[src/rtl/fifo_uart_drain_pkg.sv]
// Shared FSM encoding and baud divisor helper for the FIFO-to-UART drain block.
// Pure declarations; no latency or backpressure of its own.
package fifo_uart_drain_pkg;

    typedef enum logic [5:0] {
        IDLE    = 6'b000001,
        CHECK   = 6'b000010,
        RD_WAIT = 6'b000100,
        LOAD    = 6'b001000,
        SEND    = 6'b010000,
        DONE    = 6'b100000
    } state_t;

    // Clocks per serial bit; the fractional part is dropped.
    function automatic int calc_bps_cnt(input int clk_freq, input int uart_bps);
        return clk_freq / uart_bps;
    endfunction

endpackage

[src/rtl/fifo_uart_drain_baud_gen.sv]
// Bit-period tick generator: counts 0..BPS_CNT-1, tick on the last count; clr holds it at 0.
// Latency: first tick BPS_CNT clocks after clr drops; no backpressure.
module uart_baud_gen #(
    parameter int BPS_CNT = 434
) (
    input  logic sys_clk,
    input  logic sys_rst_n,
    input  logic clr,
    output logic tick
);

    localparam int CW = (BPS_CNT > 1) ? $clog2(BPS_CNT) : 1;
    localparam logic [CW-1:0] LAST = CW'(BPS_CNT - 1);

    logic [CW-1:0] cnt;

    always_ff @(posedge sys_clk or negedge sys_rst_n) begin
        if (!sys_rst_n) begin
            cnt <= '0;
        end else if (clr || cnt == LAST) begin
            cnt <= '0;
        end else begin
            cnt <= cnt + 1'b1;
        end
    end

    assign tick = !clr && (cnt == LAST);

endmodule

[src/rtl/fifo_uart_drain.sv]
// Drains BURST_LEN bytes from a standard-mode FIFO onto an 8N1 UART line per start pulse.
// Latency: txd falls 2 clocks after fifo_rd_en; waits indefinitely while the FIFO is empty.
module fifo_uart_drain
    import fifo_uart_drain_pkg::*;
#(
    parameter int CLK_FREQ  = 50000000,
    parameter int UART_BPS  = 115200,
    parameter int BURST_LEN = 256
) (
    input  logic       sys_clk,
    input  logic       sys_rst_n,
    input  logic       start,
    input  logic       fifo_empty,
    input  logic [7:0] fifo_rd_data,
    output logic       fifo_rd_en,
    output logic       uart_txd,
    output logic       busy,
    output logic       done,
    output logic [8:0] byte_cnt
);

    localparam int BPS_CNT = calc_bps_cnt(CLK_FREQ, UART_BPS);
    localparam logic [8:0] BURST_END = 9'(BURST_LEN);

    state_t     state;
    logic [8:0] shreg;      // {stop bit, data}; shifted out LSB first
    logic [3:0] bit_idx;
    logic       baud_clr;
    logic       baud_tick;

    // Baud counter only runs in SEND, so LOAD always starts a frame from zero.
    assign baud_clr = (state != SEND);

    uart_baud_gen #(
        .BPS_CNT (BPS_CNT)
    ) u_baud_gen (
        .sys_clk   (sys_clk),
        .sys_rst_n (sys_rst_n),
        .clr       (baud_clr),
        .tick      (baud_tick)
    );

    always_ff @(posedge sys_clk or negedge sys_rst_n) begin
        if (!sys_rst_n) begin
            state      <= IDLE;
            fifo_rd_en <= 1'b0;
            uart_txd   <= 1'b1;
            busy       <= 1'b0;
            done       <= 1'b0;
            byte_cnt   <= '0;
            shreg      <= '1;
            bit_idx    <= '0;
        end else begin
            fifo_rd_en <= 1'b0;
            done       <= 1'b0;
            case (state)
                IDLE: begin
                    if (start) begin
                        byte_cnt <= '0;
                        busy     <= 1'b1;
                        state    <= CHECK;
                    end
                end
                CHECK: begin
                    if (byte_cnt == BURST_END) begin
                        state <= DONE;
                    end else if (!fifo_empty) begin
                        fifo_rd_en <= 1'b1;
                        state      <= RD_WAIT;
                    end
                end
                RD_WAIT: begin
                    state <= LOAD;
                end
                LOAD: begin
                    shreg    <= {1'b1, fifo_rd_data};
                    uart_txd <= 1'b0;
                    bit_idx  <= '0;
                    state    <= SEND;
                end
                SEND: begin
                    if (baud_tick) begin
                        // Tenth tick closes the stop bit; line is already high.
                        if (bit_idx == 4'd9) begin
                            byte_cnt <= byte_cnt + 9'd1;
                            uart_txd <= 1'b1;
                            state    <= CHECK;
                        end else begin
                            uart_txd <= shreg[0];
                            shreg    <= {1'b1, shreg[8:1]};
                            bit_idx  <= bit_idx + 4'd1;
                        end
                    end
                end
                DONE: begin
                    done  <= 1'b1;
                    busy  <= 1'b0;
                    state <= IDLE;
                end
                default: begin
                    state    <= IDLE;
                    uart_txd <= 1'b1;
                    busy     <= 1'b0;
                end
            endcase
        end
    end

endmodule

[config.mk]
export PLATFORM = sky130hd
export DESIGN_NAME = fifo_uart_drain
export DESIGN_NICKNAME = d
export VERILOG_FILES = /design/src/rtl/fifo_uart_drain_pkg.sv /design/src/rtl/fifo_uart_drain_baud_gen.sv /design/src/rtl/fifo_uart_drain.sv
export SDC_FILE = /design/constraint.sdc
export NUM_CORES = 1
export LEC_CHECK = 0
export CAP_MARGIN = 20
export CELL_PAD_IN_SITES_DETAIL_PLACEMENT = 1
export CELL_PAD_IN_SITES_GLOBAL_PLACEMENT = 2
export CORE_MARGIN = 3
export CORE_UTILIZATION = 36
export DETAILED_ROUTE_END_ITERATION = 8
export PLACE_DENSITY = 0.81
export SYNTH_ARGS = -nofsm -noshare
export SYNTH_HDL_FRONTEND = slang
export SYNTH_SLANG_ARGS = --single-unit
[constraint.sdc]
create_clock -name sys_clk -period 6.1 [get_ports sys_clk]
set_input_delay 0.915 -clock sys_clk [delete_from_list [all_inputs] [get_ports sys_clk]]
set_output_delay 0.915 -clock sys_clk [all_outputs]
set_load 0.1 [all_outputs]
== Word-level counts from Yosys, hierarchy flattened ==
Cells that the tools add are included.

* Register bits: 41
* Bits of input ports: 12
* Output and inout port bits: 13
* Word-level logic and storage cells: 67

* Add/subtract/negate cells: 3
* Equal/unequal tests: 15
* Muxes and demuxes: 26
* Bitwise logic cells: 2
* Reduce and logical (&&, ||, !) cells: 12

{| class="wikitable"
|+ Operators with widths
! operator !! number
|-
| 2-to-1 mux 9 bit || 6
|-
| one-hot mux 9 bit (2 select lines) || 2
|-
| 2-to-1 mux 6 bit || 5
|-
| one-hot mux 6 bit (5 select lines) || 1
|-
| adder 9 x 1 -> 9 bit, second input constant || 2
|-
| equality test 9 bit, second input constant || 2
|-
| 2-to-1 mux 4 bit || 2
|-
| inequality test 2 bit, second input constant || 4
|-
| one-hot mux 4 bit (2 select lines) || 1
|-
| AND reduction 4 bit || 2
|-
| OR reduction 4 bit || 2
|-
| 2-to-1 mux 1 bit || 7
|-
| equality test 6 x 1 -> 1 bit, second input constant || 1
|-
| equality test 6 x 2 -> 1 bit, second input constant || 1
|-
| equality test 6 x 3 -> 1 bit, second input constant || 1
|-
| equality test 6 x 4 -> 1 bit, second input constant || 1
|-
| equality test 6 x 5 -> 1 bit, second input constant || 1
|-
| equality test 6 bit, second input constant || 1
|-
| inequality test 6 x 5 -> 1 bit, second input constant || 1
|-
| adder 4 x 1 -> 4 bit, second input constant || 1
|-
| equality test 4 bit, second input constant || 1
|-
| AND reduction 2 bit || 2
|-
| nonzero test 2 bit || 2
|-
| inequality test 3 bit, second input constant || 1
|-
| 7 further kinds || 8
|}

== Logic depth before layout (Yosys ltp) ==
Gate-level depths: netlist of run 1.

* Depth after elaboration: 5
* Mapped depth: 10
* Mapped depth without buffers: 7

== Cells and area by module ==
A second synthesis of run 1 with hierarchy kept.

* Cells, all modules: 211
* Area total of the unflattened synthesis: 2264.7 µm²

{| class="wikitable"
|+ Modules (own cells, without submodules)
! module !! instances !! cells each !! area each (µm²) !! sequential area each (µm²)
|-
| fifo_uart_drain || 1 || 163 || 1778.0 || 788.3
|-
| uart_baud_gen || 1 || 48 || 486.7 || 225.2
|}

== Worst setup path after synthesis of run 1 ==
Ideal clock, no wire load.

* Kind: reg2reg
* Start: reg u_baud_gen.cnt[6]
* End: reg bit_idx[2]
* Setup time: 0.066 ns
* Arrival time: 2.186 ns
* Required time: 6.034 ns
* Slack: 3.848 ns
* Cell stages (with the launch flop): 8
* Path buffers: 2
* Clock period less this slack: 2.252 ns
* Cells stage by stage: dfrtp_1 > or3_1 > or3_1 > buf_2 > or3_1 > clkbuf_1 > or4b_1 > nand2_1

* Longest elaborated chain between the ends: 4

{| class="wikitable"
|+ Ends and longest elaborated chain
! element !! line !! text
|-
| start, declared || fifo_uart_drain_baud_gen.sv:15 || <nowiki>logic [CW-1:0] cnt;</nowiki>
|-
| start signal, assigned || fifo_uart_drain_baud_gen.sv:23 || <nowiki>cnt <= cnt + 1'b1;</nowiki>
|-
| equality test 9 bit || fifo_uart_drain_baud_gen.sv:27 || <nowiki>assign tick = !clr && (cnt == LAST);</nowiki>
|-
| logical AND 1 bit || fifo_uart_drain_baud_gen.sv:27 ||
|-
| inequality test 2 bit (no source line) || - ||
|-
| AND reduction 3 bit (no source line) || - ||
|-
| end signal, assigned || fifo_uart_drain.sv:91 || <nowiki>bit_idx <= bit_idx + 4'd1;</nowiki>
|-
| end, declared || fifo_uart_drain.sv:27 || <nowiki>logic [3:0] bit_idx;</nowiki>
|}

Every way passes these cells.
A chain may end at the register's enable or synchronous reset.

== Final worst setup path of run 1 ==
* Start: reg uart_txd
* End: out uart_txd

{| class="wikitable"
|+ RTL lines
! element !! line !! text
|-
| start, declared || fifo_uart_drain.sv:16 || <nowiki>output logic uart_txd,</nowiki>
|-
| start signal, assigned || fifo_uart_drain.sv:89 || <nowiki>uart_txd <= shreg[0];</nowiki>
|}

No word-level cell between the ends.

==> impl_metrics.tcl, run 1 <==
set metrics [dict create \
    tritoncts "yes" \
    crit_fanout 2 \
    cts.sinks 40 \
    tns_ns 0 \
    cellInternalPower_uw 476 \
    clockRootBuffer "clkbuf_8" \
    hold_viol 0 \
    dieArea_mm2 0.00653 \
    hp-class "register to register" \
    synth_top_area_share_pct 37.3 \
    rsz0062_at_grt "false" \
    area_growth_pct 18.1 \
    fmax_mhz 349 \
    grt_pass1_vias 1599 \
    layout_min_cycle_time_ns 2.86 \
    final_common_cell "nor2_1" \
    min_path_cells 2 \
    path_class "register to output pin" \
    ios 25 \
    syn_nets 236 \
    dr_total_vias 1608 \
    ctsHoldBuffers 0 \
    cp_slowest_cell "clkdlybuf4s50_1" \
    synth.area.top_cells "dfrtp_1 (37%), dfstp_2 (13%), nor2_1 (7.3%)" \
    grt_overflow 0 \
    syn_inst 218 \
    crit_path_start_kind "register" \
    yosysSeqAreaShare_pct 50.3 \
    r2r_slack_ns 3.50 \
    clkPwrFrac_pct 22.8 \
    vias_per_cell 5.19 \
    ant_nets 0 \
    rows 26 \
    cts_setup_buffers 0 \
    yosysTopAreaCell "dfrtp_1" \
    tightest_slew_ns 0.972 \
    reg2reg_to "bit_idx[2]" \
    p_sw_uw 283 \
    maxCapViolations 0 \
    synth_area_mm2 0.00201 \
    use_met1_pct 20.4 \
    slew_viol_final 0 \
    period_share_pct 47.0 \
    layout_common_cells "nor2_1 (39), dfrtp_1 (30), clkdlybuf4s50_1 (23), nand2_1 (18), o21ai_0 (17)" \
    numPortBuffers 24 \
    crit_buf_inv 1 \
    core_area_mm2 0.00527 \
    grt_usage_pct 15.5 \
    antenna-diode-count 0 \
    worstPathCellList "clkdlybuf4s50_1" \
    setup_viol 0 \
    p_per_area_mw_per_mm2 319 \
    drt_iter0_drc 53 \
    nets 257 \
    switching_share_pct 37.3 \
    postCtsResizedCells 0 \
    clockBufferDepth 2 \
    die_w_um 80.8 \
    yosysUniqueCellTypes 36 \
    pwr-share-seq_pct 47.3 \
    avgSynthCellArea_um2 9.23 \
    wl_per_cell_um 14.2 \
    endpoint_kind "output pin" \
    htree_num_levels 2 \
    hold_path_startpoint "shreg[7]" \
    drc 0 \
    hold_end "shreg[7]" \
    clock-skew-final_ns 0.00818 \
    cp.required_ns 5.18 \
    grt_max_degree 41 \
    status "complete, no violations" \
    grt_pass1_wl_um 7720 \
    p_comb_share_pct 29.9 \
    synth-seq-cells 40 \
    wirelength_um 4420 \
    layout-drive-gt1-share_pct 7.50 \
    met3_usage_pct 3.44 \
    dpl.cell_count 302 \
    start_util_pct 38.2 \
    rr_startpoint "state[1]" \
    worstPathArrival_ns 1.95 \
    yosys_warnings 0 \
    clk_pin_slew_ns 0.07 \
    drt-pass1-iter-count 4 \
    grtUsageMet2_pct 24.2 \
    dieHeight_um 80.8 \
    clk_latency_ns 0.29 \
    cp_slowest_stage_delay_ns 1.12 \
    cts_buffers 5 \
    p_leak_uw 0.00101 \
    grt.busiest_layer "met2" \
    dp_hpwl_um 3090 \
    ir_drop_mv 0.171 \
    final_cells 310 \
    maxSlewHeadroom_pct 34.7 \
    cp_top_family "buffers and inverters" \
    antenna_found_initial 0 \
    gp_congestion 0.724 \
    r2r_cells 5 \
]
cells by family (layout without fill, tap and decap cells):
| kind of cell | count (synthesis) | in the layout | share of synthesized area [%] |
|---|---|---|---|
| buffers and inverters | 16 | 38 | 3.04 |
| xor gates and xnor gates | 12 | 12 | 5.22 |
| DFF | 40 | 40 | 50.3 |
| AOI/OAI and AO/OA | 41 | 41 | 12.2 |
| muxes | 2 | 2 | 1.06 |
| adders and majority gates | 6 | 6 | 3.73 |
| and+or+nand+nor | 101 | 101 | 24.4 |
cell type report:
class                   count  area [um2]
fillers                   624        2890
flip-flops and latches     40        1010
multi-input cells         162         938
inverters                   6        22.5
well taps                  70        87.6
repair buffers             24         235
clock buffers               8        80.1
how the worst max path moves through the flow:
stage                                 start  slack [ns]         end  depth (start not counted)
after floorplan           u_baud_gen.cnt[6]        3.85  bit_idx[2]                          7
after CTS                          uart_txd        3.21    uart_txd                          1
final                              uart_txd        3.24    uart_txd                          1
after detailed placement           state[1]        3.50  bit_idx[2]                          5
after global routing               uart_txd        3.19    uart_txd                          1
after global placement             uart_txd        3.56    uart_txd                          1
synthesized netlist by cell type:
cell type / number
dfrtp_1: 30
and2_1: 1
inv_1: 6
nor2b_1: 5
xor2_1: 7
nand2_1: 18
a21boi_1: 1
o31a_1: 1
nor4b_1: 4
or4b_1: 1
nor3b_1: 1
o22ai_1: 7
or3b_2: 1
dfstp_2: 10
or3_1: 6
nor4_1: 1
and3_1: 7
mux2_2: 1
a21oi_1: 5
nand3_1: 9
nor3_1: 5
ha_1: 6
mux2i_1: 1
o21ai_0: 17
o31ai_1: 2
nor2_1: 39
nand2b_1: 1
a31oi_1: 2
or4_1: 1
o211ai_1: 4
clkbuf_1: 9
a22o_1: 1
xnor2_1: 5
buf_2: 1
nand3b_1: 1
o2bb2ai_1: 1
per-layer routing:
metal	part of all wire [%]	wire (um)
met5	0	0
met4	2.0	90
met3	3.9	170
met2	46	2010
met1	48	2140
sequential cells by signal, summed over array words and instances, names as in the netlist:
name and cells:
byte_cnt 9, done 1, u_baud_gen.cnt 9, bit_idx 4, state 6, busy 1, uart_txd 1, fifo_rd_en 1
shreg 8
power by group through the flow:
stage	Combinational, uW	Clock, uW	Sequential [uW]
2_1_floorplan	124	0	405
3_3_place_gp	230	0	361
3_5_place_dp	231	0	364
4_1_cts	232	181	360
5_1_grt	250	193	368
6_report	227	173	359
stage by stage:
step	util (%)	area, um2	hold WS [ns]	total power, uW	worst slack [ns]
global placement	43.6	2300	0.471	591	3.56
finish	45.1	2380	0.480	759	3.24
global route	45.1	2380	0.515	811	3.19
detailed placement	43.6	2300	0.477	595	3.50
floorplan	-	2010	0.450	530	3.85
CTS	45.1	2380	0.489	772	3.21
Power figures use the tool's default switching activity.
==> run 2: changes to the inputs <==
CORE_UTILIZATION = 31   (was 36)
PLACE_DENSITY = 0.74   (was 0.81)
clock period = 2.4 ns   (was 6.1 ns; I/O delays follow)
==> run 2 against run 1 <==
  * Clock power grew to 2.9 times the previous value
  * Sequential share of layout area shrank 1.3 points
  * Core utilization shrank 4.9 points
  * Largest cell class unchanged
==> impl_metrics.tcl, run 2 (synthesis gave the netlist of run 1 again) <==
set metrics [dict create \
    rr_startpoint "u_baud_gen.cnt[6]" \
    path_class "register to register" \
    reg2reg_to "bit_idx[2]" \
    dieHeight_um 86.6 \
    dpl-instance-area_mm2 0.00235 \
    gp_congestion 0.760 \
    cts_setup_buffers 0 \
    hp-class "input pin to async pin" \
    worstPathArrival_ns 2.45 \
    endpoint_kind "register" \
    place_ws_ns 0.203 \
    p_leak_uw 0.00110 \
    clock-skew-final_ns 0.00784 \
    r2r_slack_ns 0.18 \
    hold_viol 0 \
    cp.required_ns 2.63 \
    rows 28 \
    ir_drop_mv 0.413 \
    drc 0 \
    layout_min_cycle_time_ns 2.22 \
    numPortBuffers 24 \
    die_w_um 86.6 \
    grt_usage_pct 13.7 \
    setup_viol 0 \
    dieArea_mm2 0.00750 \
    grt_pass1_wl_um 8230 \
    vias_per_cell 5.07 \
    ctsHoldBuffers 0 \
    power_uw 2000 \
    fmax_mhz 450 \
    postCtsResizedCells 0 \
    clk_latency_ns 0.29 \
    final_common_cell "nor2_1" \
    tightest_slew_ns 0.921 \
    drt_iter0_drc 56 \
    layout-drive-gt1-share_pct 17.5 \
    ios 25 \
    maxCapViolations 0 \
    n_fill_cell 735 \
    ant_nets 0 \
    antenna_found_initial 0 \
    nets 268 \
    start_util_pct 33.0 \
    slew_viol_final 0 \
    r2r_cells 5 \
    wirelength_um 4590 \
    wl_per_cell_um 14.1 \
    crit_path_start_kind "register" \
    clockRootBuffer "clkbuf_8" \
    final_cell_area_mm2 0.00245 \
    tritoncts "yes" \
    grt_pass1_vias 1746 \
    area_growth_pct 21.9 \
    status "complete, no violations" \
    rsz0062_at_grt "false" \
    cts.sinks 40 \
    cts_buffers 5 \
    period_share_pct 92.5 \
    p_per_area_mw_per_mm2 813 \
    dr_total_vias 1654 \
    clk_pin_slew_ns 0.08 \
    dp_hpwl_um 3240 \
    reg_top3 "byte_cnt x9, u_baud_gen.cnt x9, shreg x8" \
    grt_overflow 0 \
    drt-pass1-iter-count 4 \
    grt_max_degree 41 \
    antenna-diode-count 0 \
    core_area_mm2 0.00610 \
    clockBufferDepth 2 \
    layout_common_cells "nor2_1 (39), dfrtp_1 (30), buf_4 (24), nand2_1 (18), o21ai_0 (17)" \
    maxSlewHeadroom_pct 38.6 \
    tns_ns 0 \
    crit_fanout 4 \
    timing.final.ws_setup_ns 0.180 \
    htree_num_levels 2 \
]
-- run 2: changes by cell type in the layout (fill, tap and decap cells not counted), sizes merged --
cell           change
buf               +24
clkdlybuf4s50     -13
-- run 2: report_power, final --
| group | switching, uW | internal (uW) | total [uW] | leakage (uW) |
|---|---|---|---|---|
| Combinational | 382 | 202 | 584 | 0.000524 |
| Sequential | 108 | 806 | 914 | 0.000520 |
| Clock | 235 | 263 | 497 | 0.0000515 |
-- run 2: area by class of cell --
| class | instances | area, um2 | area share [%] |
|---|---|---|---|
| multi-input cells | 162 | 938 | 38.2 |
| clock buffers | 8 | 100 | 4.08 |
| flip-flops and latches | 40 | 1010 | 41.3 |
| inverters | 6 | 22.5 | 0.918 |
| well taps | 75 | 93.8 | 3.82 |
| repair buffers | 35 | 285 | 11.6 |
-- run 2: how the worst max path moves through the flow --
| stage | depth (start not counted) | from | end |
|---|---|---|---|
| 6_report | 5 | u_baud_gen.cnt[6] | bit_idx[2] |
| 5_1_grt | 6 | state[2] | byte_cnt[2] |
| 4_1_cts | 5 | u_baud_gen.cnt[6] | bit_idx[2] |
| 3_5_place_dp | 5 | state[2] | byte_cnt[2] |
| 3_3_place_gp | 5 | u_baud_gen.cnt[6] | bit_idx[2] |
| 2_1_floorplan | 7 | u_baud_gen.cnt[6] | bit_idx[2] |
-- run 2: stage by stage --
stage,hold slack [ns],util (%),instances
3_5_place_dp,0.472,38.6,318
2_1_floorplan,0.0644,-,218
6_report,0.188,40.3,326
5_1_grt,0.266,40.3,326
3_3_place_gp,0.462,38.6,318
4_1_cts,0.240,40.3,326
-- run 2: metal layers --
layer | part of all wire, % | track usage [%] | vias up
met1 | 49 | 17.7 | 815
met2 | 47 | 22.9 | 22
met4 | 0.74 | 3.40 | 0
li1 | - | - | 813
met5 | 0 | 0 | -
met3 | 3.7 | 3.33 | 4
-- run 2: critical path: stages (launching register included) --
cell and delay, ns:
dfrtp_1 0.42, or3_1 0.41, or3_1 0.34, or3_1 0.43
or4b_1 0.49, nand2_1 0.07
==> run 3: changes to the inputs <==
REMOVE_ABC_BUFFERS = 1   (was default)
==> run 3 against run 2 <==
  * Routed wire length up 2.1%
  * Critical endpoint unchanged
  * Worst setup slack worse by 0.046 ns
  * Total power down 0.33%
  * Non-clock buffer count up 1
  * Highest routed layer unchanged
  * Fmax down 2.0%
  * Combinational power up 3%
==> impl_metrics.tcl, run 3 (synthesis gave the netlist of run 1 again) <==
set metrics [dict create \
    status "complete, no violations" \
    ant_nets 0 \
    numPortBuffers 24 \
    start_util_pct 33.0 \
    hp-class "input pin to async pin" \
    path_class "register to register" \
    cts_setup_buffers 0 \
    antenna-diode-count 0 \
    fmax_mhz 441 \
    setup_viol 0 \
    tightest_slew_ns 0.852 \
    clk_pin_slew_ns 0.08 \
    cp.required_ns 2.64 \
    dpl.cell_count 319 \
    grt_overflow 0 \
    grt_pass1_wl_um 8150 \
    vias_per_cell 5.00 \
    slew_viol_final 0 \
    maxCapViolations 0 \
    final_cells 327 \
    fin_util_pct 40.3 \
    clk_latency_ns 0.30 \
    rsz0062_at_grt "false" \
    area_growth_pct 21.9 \
    postCtsResizedCells 0 \
    gp_congestion 0.701 \
    p_per_area_mw_per_mm2 811 \
    layout_min_cycle_time_ns 2.27 \
    p_leak_uw 0.00110 \
    met3_usage_pct 3.71 \
    tns_ns 0 \
    wl_per_cell_um 14.3 \
    ctsHoldBuffers 0 \
    cts.sinks 40 \
    dr_total_vias 1635 \
    drt-pass1-iter-count 4 \
    grt_max_degree 38 \
    r2r_slack_ns 0.13 \
    maxSlewHeadroom_pct 43.2 \
    wirelength_um 4680 \
    nets 269 \
    n_fill_cell 711 \
    grt_pass1_vias 1741 \
    finalHoldWorstSlack_ns 0.162 \
    reg_top3 "byte_cnt x9, u_baud_gen.cnt x9, shreg x8" \
    reg2reg_to "bit_idx[2]" \
    ios 25 \
    use_met1_pct 18.1 \
    tritoncts "yes" \
    clockBufferDepth 2 \
    grtUsageMet2_pct 21.8 \
    dp_hpwl_um 3410 \
    r2r_cells 5 \
    dieHeight_um 86.6 \
    final_common_cell "nor2_1" \
    crit_path_start_kind "register" \
    drt_iter0_drc 38 \
    core_area_mm2 0.00610 \
    period_share_pct 94.4 \
    hold_viol 0 \
    antenna_found_initial 0 \
    rr_startpoint "u_baud_gen.cnt[6]" \
    die_w_um 86.6 \
    grt.busiest_layer "met2" \
    layout-drive-gt1-share_pct 18.3 \
    cts_buffers 5 \
    clock-skew-final_ns 0.00578 \
    layout_common_cells "nor2_1 (39), dfrtp_1 (30), buf_4 (25), nand2_1 (18), o21ai_0 (17)" \
    endpoint_kind "register" \
    rows 28 \
    grt_usage_pct 13.7 \
    ir_drop_mv 0.447 \
    drc 0 \
    dieArea_mm2 0.00750 \
    htree_num_levels 2 \
    worstPathArrival_ns 2.50 \
    crit_fanout 8 \
    clockRootBuffer "clkbuf_8" \
]
## run 3: cell types whose count changed in the layout (fill, tap and decap cells not counted), sizes merged
| cell | change |
|---|---|
| buf | +1 |
| clkbuf | -2 |
| clkinv | +2 |
## run 3: worst max-delay path, cell delays in order, from the launching register on
cell     delay, ns
dfrtp_1       0.41
or3_1         0.39
or3_1         0.35
or3_1         0.47
or4b_1        0.50
nand2_1       0.08
## run 3: worst max-delay path by stage
stage	from	end	slack (ns)	cells after the start
after detailed placement	u_baud_gen.cnt[6]	bit_idx[2]	0.15	5
after floorplan	u_baud_gen.cnt[6]	bit_idx[2]	0.12	5
after global placement	u_baud_gen.cnt[6]	bit_idx[2]	0.20	5
final	u_baud_gen.cnt[6]	bit_idx[2]	0.13	5
after global routing	u_baud_gen.cnt[6]	bit_idx[2]	0.03	5
after CTS	u_baud_gen.cnt[6]	bit_idx[2]	0.12	5
## run 3: area by class of cell
type / count / area, um2 / share of cell area, %
sequential: 40 / 1010 / 41.3
multi-input combinational: 162 / 938 / 38.2
timing repair buffer: 36 / 293 / 11.9
tap: 75 / 93.8 / 3.82
clock buffer: 6 / 82.6 / 3.37
inverter: 6 / 22.5 / 0.918
clock inverter: 2 / 10.0 / 0.408
## run 3: per-stage QoR
| stage | total power, uW | worst slack, ns | area [um2] |
|---|---|---|---|
| floorplan | 1340 | 0.115 | 1970 |
| global placement | 1530 | 0.202 | 2360 |
| detailed placement | 1530 | 0.147 | 2360 |
| CTS | 2020 | 0.116 | 2450 |
| global route | 2110 | 0.0270 | 2450 |
| finish | 1990 | 0.134 | 2450 |
## run 3: metal layers
layer	up-vias	routed length, um	share of wire [%]
li1	818	-	-
met4	0	59	1.3
met3	7	182	3.9
met5	-	0	0
met2	26	2090	45
met1	784	2350	50
## run 3: where the power goes
part           switching [uW]  total, uW  internal (uW)  leakage [uW]
Sequential                103        909            806      0.000520
Clock                     250        479            230     0.0000510
Combinational             394        601            207      0.000531
